--- config.mk ---
export PLATFORM = sky130hd
export DESIGN_NAME = instruction_fetch_flat
export DESIGN_NICKNAME = d
export VERILOG_FILES = /design/src/rtl/fetch_pkg.sv /design/src/rtl/instruction_fetch_if.sv /design/src/rtl/fetch_fifo.sv /design/src/rtl/instruction_fetch.sv /design/src/flat_wrapper.sv
export SDC_FILE = /design/constraint.sdc
export NUM_CORES = 1
export LEC_CHECK = 0
export ABC_AREA = 1
export BUFFER_PORTS_ARGS = -buffer_cell sky130_fd_sc_hd__buf_2
export CORE_MARGIN = 2
export CORE_UTILIZATION = 57
export DETAILED_ROUTE_END_ITERATION = 7
export GPL_TIMING_DRIVEN = 1
export MAX_ROUTING_LAYER = met4
export PLACE_DENSITY_LB_ADDON = 0.12
export SLEW_MARGIN = 20
export SYNTH_ARGS = -nofsm -noshare
export SYNTH_HDL_FRONTEND = slang
export SYNTH_SLANG_ARGS = --single-unit
--- constraint.sdc ---
create_clock -name clk -period 16.2 [get_ports clk]
set_clock_uncertainty 0.05 [all_clocks]
set_input_delay 1.62 -clock clk [delete_from_list [all_inputs] [get_ports clk]]
set_output_delay 1.62 -clock clk [all_outputs]
set_load 0.02 [all_outputs]
--- src/rtl/fetch_pkg.sv ---
// rtl/fetch_pkg.sv - shared defaults and FSM state encoding for the fetch stage
package fetch_pkg;

  localparam int          DEF_ADDR_WIDTH = 32;
  localparam int          DEF_DATA_WIDTH = 32;
  localparam int          DEF_FIFO_DEPTH = 2;
  localparam logic [31:0] DEF_RESET_ADDR = 32'h0000_0000;
  localparam int unsigned DEF_PC_STEP    = 4;

  typedef enum logic [0:0] {
    FS_REQ  = 1'b0,
    FS_WAIT = 1'b1
  } fetch_state_e;

  localparam logic [0:0] REQ  = FS_REQ;
  localparam logic [0:0] WAIT = FS_WAIT;

endpackage

--- src/rtl/instruction_fetch_if.sv ---
// rtl/instruction_fetch_if.sv - instruction memory request/response and decode-side instruction stream
interface instruction_fetch_if #(
  parameter int ADDR_WIDTH = 32,
  parameter int DATA_WIDTH = 32
);

  logic                  memReqValid;
  logic [ADDR_WIDTH-1:0] memReqAddr;
  logic                  memReqReady;
  logic                  memRespValid;
  logic [DATA_WIDTH-1:0] memRespData;
  logic                  instrValid;
  logic [DATA_WIDTH-1:0] instrData;
  logic [ADDR_WIDTH-1:0] instrAddr;
  logic                  instrReady;

  modport master (
    output memReqValid, memReqAddr,
    input  memReqReady, memRespValid, memRespData,
    output instrValid, instrData, instrAddr,
    input  instrReady
  );

  modport slave (
    input  memReqValid, memReqAddr,
    output memReqReady, memRespValid, memRespData,
    input  instrValid, instrData, instrAddr,
    output instrReady
  );

endinterface

--- src/rtl/fetch_fifo.sv ---
// rtl/fetch_fifo.sv - synchronous FIFO with clear; head word is visible combinationally
module fetch_fifo #(
  parameter int DEPTH = 2,
  parameter int WIDTH = 64,
  parameter int CW    = $clog2(DEPTH + 1)
) (
  input  logic             clk,
  input  logic             rst,
  input  logic             push,
  input  logic [WIDTH-1:0] push_data,
  input  logic             pop,
  input  logic             clear,
  output logic [CW-1:0]    count,
  output logic [WIDTH-1:0] head_data
);

  localparam int AW = $clog2(DEPTH);

  logic [WIDTH-1:0] mem [DEPTH];
  logic [AW-1:0]    wr_ptr;
  logic [AW-1:0]    rd_ptr;

  always_ff @(posedge clk or posedge rst) begin
    if (rst) begin
      wr_ptr <= '0;
      rd_ptr <= '0;
      count  <= '0;
    end else if (clear) begin
      wr_ptr <= '0;
      rd_ptr <= '0;
      count  <= '0;
    end else begin
      if (push) wr_ptr <= wr_ptr + AW'(1);
      if (pop)  rd_ptr <= rd_ptr + AW'(1);
      case ({push, pop})
        2'b10:   count <= count + CW'(1);
        2'b01:   count <= count - CW'(1);
        default: count <= count;
      endcase
    end
  end

  always_ff @(posedge clk) begin
    if (push && !clear) mem[wr_ptr] <= push_data;
  end

  assign head_data = mem[rd_ptr];

endmodule

--- src/rtl/instruction_fetch.sv ---
// rtl/instruction_fetch.sv - PC register, single-outstanding fetch FSM and instruction buffer
// Optional FETCH_STATS_EN adds saturating statFetched/statStalls counters.
module instruction_fetch
  import fetch_pkg::*;
#(
  parameter int                    ADDR_WIDTH = DEF_ADDR_WIDTH,
  parameter int                    DATA_WIDTH = DEF_DATA_WIDTH,
  parameter logic [ADDR_WIDTH-1:0] RESET_ADDR = ADDR_WIDTH'(DEF_RESET_ADDR),
  parameter int unsigned           PC_STEP    = DEF_PC_STEP,
  parameter int                    FIFO_DEPTH = DEF_FIFO_DEPTH
) (
  input  logic                  clk,
  input  logic                  rst,
  input  logic [ADDR_WIDTH-1:0] addressIn,
  input  logic                  branchTaken,
  output logic [ADDR_WIDTH-1:0] addressNorm,
  output logic [ADDR_WIDTH-1:0] pcCurrent,
`ifdef FETCH_STATS_EN
  output logic [31:0]           statFetched,
  output logic [31:0]           statStalls,
`endif
  instruction_fetch_if.master   bus
);

  localparam int CW = $clog2(FIFO_DEPTH + 1);

  logic [ADDR_WIDTH-1:0]            pc;
  logic [ADDR_WIDTH-1:0]            req_addr;
  logic [0:0]                       state;
  logic                             drop_pending;
  logic [CW-1:0]                    fifo_count;
  logic                             fifo_push;
  logic                             fifo_pop;
  logic                             req_fire;
  logic                             resp_fire;
  logic [ADDR_WIDTH+DATA_WIDTH-1:0] fifo_head;

  assign addressNorm = pc + ADDR_WIDTH'(PC_STEP);
  assign pcCurrent   = pc;

  // Only one request is ever in flight, so a free slot now guarantees room for its response.
  assign bus.memReqValid = !rst && (state == REQ) && (fifo_count < CW'(FIFO_DEPTH));
  assign bus.memReqAddr  = pc;

  assign req_fire  = bus.memReqValid && bus.memReqReady;
  assign resp_fire = (state == WAIT) && bus.memRespValid;
  assign fifo_push = resp_fire && !drop_pending && !branchTaken;
  assign fifo_pop  = bus.instrValid && bus.instrReady && !branchTaken;

  always_ff @(posedge clk or posedge rst) begin
    if (rst) begin
      pc           <= RESET_ADDR;
      req_addr     <= '0;
      state        <= REQ;
      drop_pending <= 1'b0;
    end else begin
      if (branchTaken || req_fire) pc <= addressIn;
      case (state)
        REQ: begin
          if (req_fire) begin
            req_addr     <= pc;
            state        <= WAIT;
            drop_pending <= branchTaken;
          end
        end
        WAIT: begin
          // A redirect alongside the response just discards it; nothing is left to drop.
          if (bus.memRespValid) begin
            state        <= REQ;
            drop_pending <= 1'b0;
          end else if (branchTaken) begin
            drop_pending <= 1'b1;
          end
        end
        default: state <= REQ;
      endcase
    end
  end

  fetch_fifo #(
    .DEPTH (FIFO_DEPTH),
    .WIDTH (ADDR_WIDTH + DATA_WIDTH),
    .CW    (CW)
  ) u_fifo (
    .clk       (clk),
    .rst       (rst),
    .push      (fifo_push),
    .push_data ({req_addr, bus.memRespData}),
    .pop       (fifo_pop),
    .clear     (branchTaken),
    .count     (fifo_count),
    .head_data (fifo_head)
  );

  assign bus.instrValid                  = (fifo_count != '0);
  assign {bus.instrAddr, bus.instrData}  = fifo_head;

`ifdef FETCH_STATS_EN
  always_ff @(posedge clk or posedge rst) begin
    if (rst) begin
      statFetched <= '0;
      statStalls  <= '0;
    end else begin
      if (fifo_push && (statFetched != '1)) statFetched <= statFetched + 32'd1;
      if (bus.memReqValid && !bus.memReqReady && (statStalls != '1)) statStalls <= statStalls + 32'd1;
    end
  end
`endif

endmodule

--- src/flat_wrapper.sv ---
// flat-port wrapper written by rule: the top's interface ports become plain ports
module instruction_fetch_flat import fetch_pkg::*;
#(
  parameter int                    ADDR_WIDTH = DEF_ADDR_WIDTH,
  parameter int                    DATA_WIDTH = DEF_DATA_WIDTH,
  parameter logic [ADDR_WIDTH-1:0] RESET_ADDR = ADDR_WIDTH'(DEF_RESET_ADDR),
  parameter int unsigned           PC_STEP    = DEF_PC_STEP,
  parameter int                    FIFO_DEPTH = DEF_FIFO_DEPTH
)
  (clk, rst, addressIn, branchTaken, addressNorm, pcCurrent, bus_memReqValid, bus_memReqAddr, bus_memReqReady, bus_memRespValid, bus_memRespData, bus_instrValid, bus_instrData, bus_instrAddr, bus_instrReady);
  instruction_fetch_if #(.ADDR_WIDTH(ADDR_WIDTH), .DATA_WIDTH(DATA_WIDTH)) bus_i ();
  input  logic clk;
  input  logic rst;
  input  logic [ADDR_WIDTH-1:0] addressIn;
  input  logic branchTaken;
  output logic [ADDR_WIDTH-1:0] addressNorm;
  output logic [ADDR_WIDTH-1:0] pcCurrent;
  output wire logic [$bits(bus_i.memReqValid)-1:0] bus_memReqValid;
  output wire logic [$bits(bus_i.memReqAddr)-1:0] bus_memReqAddr;
  input wire logic [$bits(bus_i.memReqReady)-1:0] bus_memReqReady;
  input wire logic [$bits(bus_i.memRespValid)-1:0] bus_memRespValid;
  input wire logic [$bits(bus_i.memRespData)-1:0] bus_memRespData;
  output wire logic [$bits(bus_i.instrValid)-1:0] bus_instrValid;
  output wire logic [$bits(bus_i.instrData)-1:0] bus_instrData;
  output wire logic [$bits(bus_i.instrAddr)-1:0] bus_instrAddr;
  input wire logic [$bits(bus_i.instrReady)-1:0] bus_instrReady;
  assign bus_memReqValid = bus_i.memReqValid;
  assign bus_memReqAddr = bus_i.memReqAddr;
  assign bus_i.memReqReady = bus_memReqReady;
  assign bus_i.memRespValid = bus_memRespValid;
  assign bus_i.memRespData = bus_memRespData;
  assign bus_instrValid = bus_i.instrValid;
  assign bus_instrData = bus_i.instrData;
  assign bus_instrAddr = bus_i.instrAddr;
  assign bus_i.instrReady = bus_instrReady;
  instruction_fetch #(.ADDR_WIDTH(ADDR_WIDTH), .DATA_WIDTH(DATA_WIDTH), .RESET_ADDR(RESET_ADDR), .PC_STEP(PC_STEP), .FIFO_DEPTH(FIFO_DEPTH)) u_core (.clk(clk), .rst(rst), .addressIn(addressIn), .branchTaken(branchTaken), .addressNorm(addressNorm), .pcCurrent(pcCurrent), .bus(bus_i));
endmodule
==> results_dict.tcl <==
set metrics [dict create \
    run_status "finished clean" \
    async_flop_share_pct 35.35 \
    yosysTopAreaCellShare_pct 45.29 \
    drc_errors 0 \
    synth_edf_count 128 \
    synth_area_um2 8487 \
    p_switching_w 0.0005249 \
    multi_input_area_um2 2270 \
    avgViaCountPerCell 5.039 \
    first_iter_violations 478 \
    hold_buffers 0 \
    first_global_vias 5782 \
    swShare_pct 35.30 \
    clkPwrFrac_pct 27.4 \
    required_ns 14.53 \
    totalNegativeSetupSlack_ns 0 \
    yosys.cell_count.top_type "nand2_1" \
    initial_utilization_pct 58.39 \
    yosysTopAreaCell "edfxtp_1" \
    rows 44 \
    cp-end-kind "output pin" \
    syn_inst 833 \
    synth_ff_type "edfxtp_1" \
    cellLeakagePower_nw 4.695 \
    syn_to_final_growth_pct 18.71 \
    ys_seq_area_share_pct 65.93 \
    critPathMaxStageDelay_ns 0.45 \
    cts_buffers 17 \
    seq_power_share_pct 45.9 \
    vias 6178 \
    powerDensity_nw_per_um2 147.6 \
    crit_chain "ha_1, nand3_1, nor2_1, nand3_1, xor2_1, buf_2" \
    drv_cap 0 \
    die_x_um 126.0 \
    synthTopCellsByCount "nand2_1 (349), edfxtp_1 (128), dfrtp_1 (70)" \
    hold_viol 0 \
    antenna_cells 0 \
    pwr-share-comb_pct 26.8 \
    syn_area_per_cell_um2 10.19 \
    routedWlPerCell_um 15.54 \
    cts_tree "done" \
    core_area_um2 14530 \
    finalMaxSlewViolations 0 \
    synth_cell_type_count 24 \
    cp_common_cell "nand3_1" \
    die_area_um2 15880 \
    clkTransAtPathRegs_ns 0.07 \
    synth_nets 904 \
    wl_um 19060 \
    drive_gt1_share_pct 29.08 \
    first_pass_iters 5 \
    worstMarginPinSlew_ns 0.9238 \
    port-buffer-count 231 \
    overflow 0 \
    gp_congestion 0.8616 \
    cts_setup_buffers 0 \
    grt.total_usage_pct 24.82 \
    fin_crit_ns 4.103 \
    dpl.hpwl_um 12980 \
    min_path_type "flop to flop" \
    grt_setup_unrepaired "false" \
    fp.dieH_um 126.0 \
    ys_warn_count 0 \
    grt_antenna_before_repair 0 \
    filler_cell_count 1132 \
    post_cts_resized 0 \
    slowest_stage "dfrtp_1" \
    regArea_um2 5597 \
    cts.path.max_buffers 2 \
    numClockSinks 198 \
    fmax_mhz 243.7 \
    post-route-period-util_pct 25.33 \
    arrival_ns 2.43 \
    cp_max_fo 5 \
    slew_headroom_pct 38.42 \
    startpoint_type "flop" \
    root_buffer "clkbuf_16" \
    nNetsFinal 1100 \
    ioPinCount 232 \
    finalSetupViolCount 0 \
    grt_max_degree 71 \
    max-vdd-ir-drop_mv 0.07690 \
    clkLatencyLatePin_ns 0.43 \
    synth-seq-cells 198 \
    ctsHtreeMaxLevel 4 \
    p_int_w 0.0009620 \
    grt_pass1_wl_um 29590 \
    crit_type "flop to output pin" \
    postRouteAntennaNets 0 \
    instances_no_fill 1226 \
    dp_cells 1194 \
    synth.area.top_cells "edfxtp_1 (45%), dfrtp_1 (21%), nand2_1 (15%)" \
]
==> power groups by stage <==
| stage | sequential, W | clock, W | combinational (W) |
|---|---|---|---|
| after floorplan | 0.000692 | 0 | 0.000277 |
| after global placement | 0.000688 | 0 | 0.000394 |
| after detailed placement | 0.000692 | 0 | 0.000401 |
| after CTS | 0.000682 | 0.000412 | 0.000403 |
| after global routing | 0.000691 | 0.000434 | 0.000436 |
| final | 0.000682 | 0.000407 | 0.000398 |
==> cells by family after synthesis <==
| kind of cell | synth area share (%) |
|---|---|
| buf+inv | 7.386 |
| xor+xnor | 1.548 |
| compound gates | 4.895 |
| flops | 65.93 |
| fa+ha+maj | 0.1474 |
| simple gates | 20.09 |
==> layout make-up <==
class                      count  area share [%]
inverter                      53           1.975
clock inverter                15           1.441
sequential                   198           55.55
tap                          184           2.285
clock buffer                  17           4.223
timing repair buffer         238           12.00
multi-input combinational    521           22.53
==> worst max-delay path: cells and delay by family, from the launching register on <==
family	cells	cell delay, ns
simple gates	3	0.82
buf+inv	1	0.19
xor+xnor	1	0.20
fa+ha+maj	1	0.34
flops	1	0.45
==> final timing paths <==
check / start / to / slack (ns) / cells after the start
min in group asynchronous: rst / u_core.bus.memReqAddr[29] / 1.47 / 3
worst min register to register: u_core.req_addr[10] / u_core.u_fifo.mem[1][42] / 0.42 / 0
max in group asynchronous: rst / u_core.u_fifo.rd_ptr / 14.00 / 3
worst min-delay path: u_core.req_addr[10] / u_core.u_fifo.mem[1][42] / 0.42 / 0
worst max register to register: u_core.u_fifo.count[1] / u_core.bus.memReqAddr[7] / 13.85 / 5
worst max-delay path: u_core.bus.memReqAddr[3] / addressNorm[16] / 12.10 / 6
==> per-layer routing <==
metal	share of wire, %	GRT usage (%)	wire (µm)
met2	49	40.04	9349
met4	1.6	8.403	296
met5	0	-	0
met3	6.4	4.418	1219
met1	43	32.25	8190
==> cells in the final DEF, fill, tap and decap left out, types with 3 or more instances in the layout <==
cell type / count
nand2_1: 349
buf_2: 231
edfxtp_1: 128
dfrtp_1: 69
inv_1: 50
nor2_1: 45
o21ai_0: 39
nand3_1: 20
o21ai_1: 19
clkbuf_16: 17
xor2_1: 15
o21ai_2: 13
nand2_2: 8
buf_4: 7
nor2_2: 5
inv_6: 4
clkinvlp_4: 4
inv_2: 3
==> state kept, by name, summed over array words and instances, names as in the netlist <==
register	flops
u_core.u_fifo.wr_ptr	1
u_core.bus.memReqAddr	32
u_core.u_fifo.count	2
u_core.u_fifo.mem	128
u_core.u_fifo.rd_ptr	1
u_core.state	1
u_core.drop_pending	1
u_core.req_addr	32
==> per-stage QoR <==
step | util, % | area, µm² | total power (W) | hold slack [ns] | worst slack (ns)
2_1_floorplan | - | 8487 | 0.0009687 | 0.3924 | 9.459
3_3_place_gp | 65.39 | 9504 | 0.001082 | 0.3996 | 12.47
3_5_place_dp | 65.39 | 9504 | 0.001093 | 0.4040 | 12.47
4_1_cts | 69.32 | 10070 | 0.001496 | 0.4211 | 12.10
5_1_grt | 69.32 | 10070 | 0.001562 | 0.4350 | 11.99
6_report | 69.32 | 10070 | 0.001487 | 0.4218 | 12.10
No activity file was read; power rests on OpenSTA's default activity.
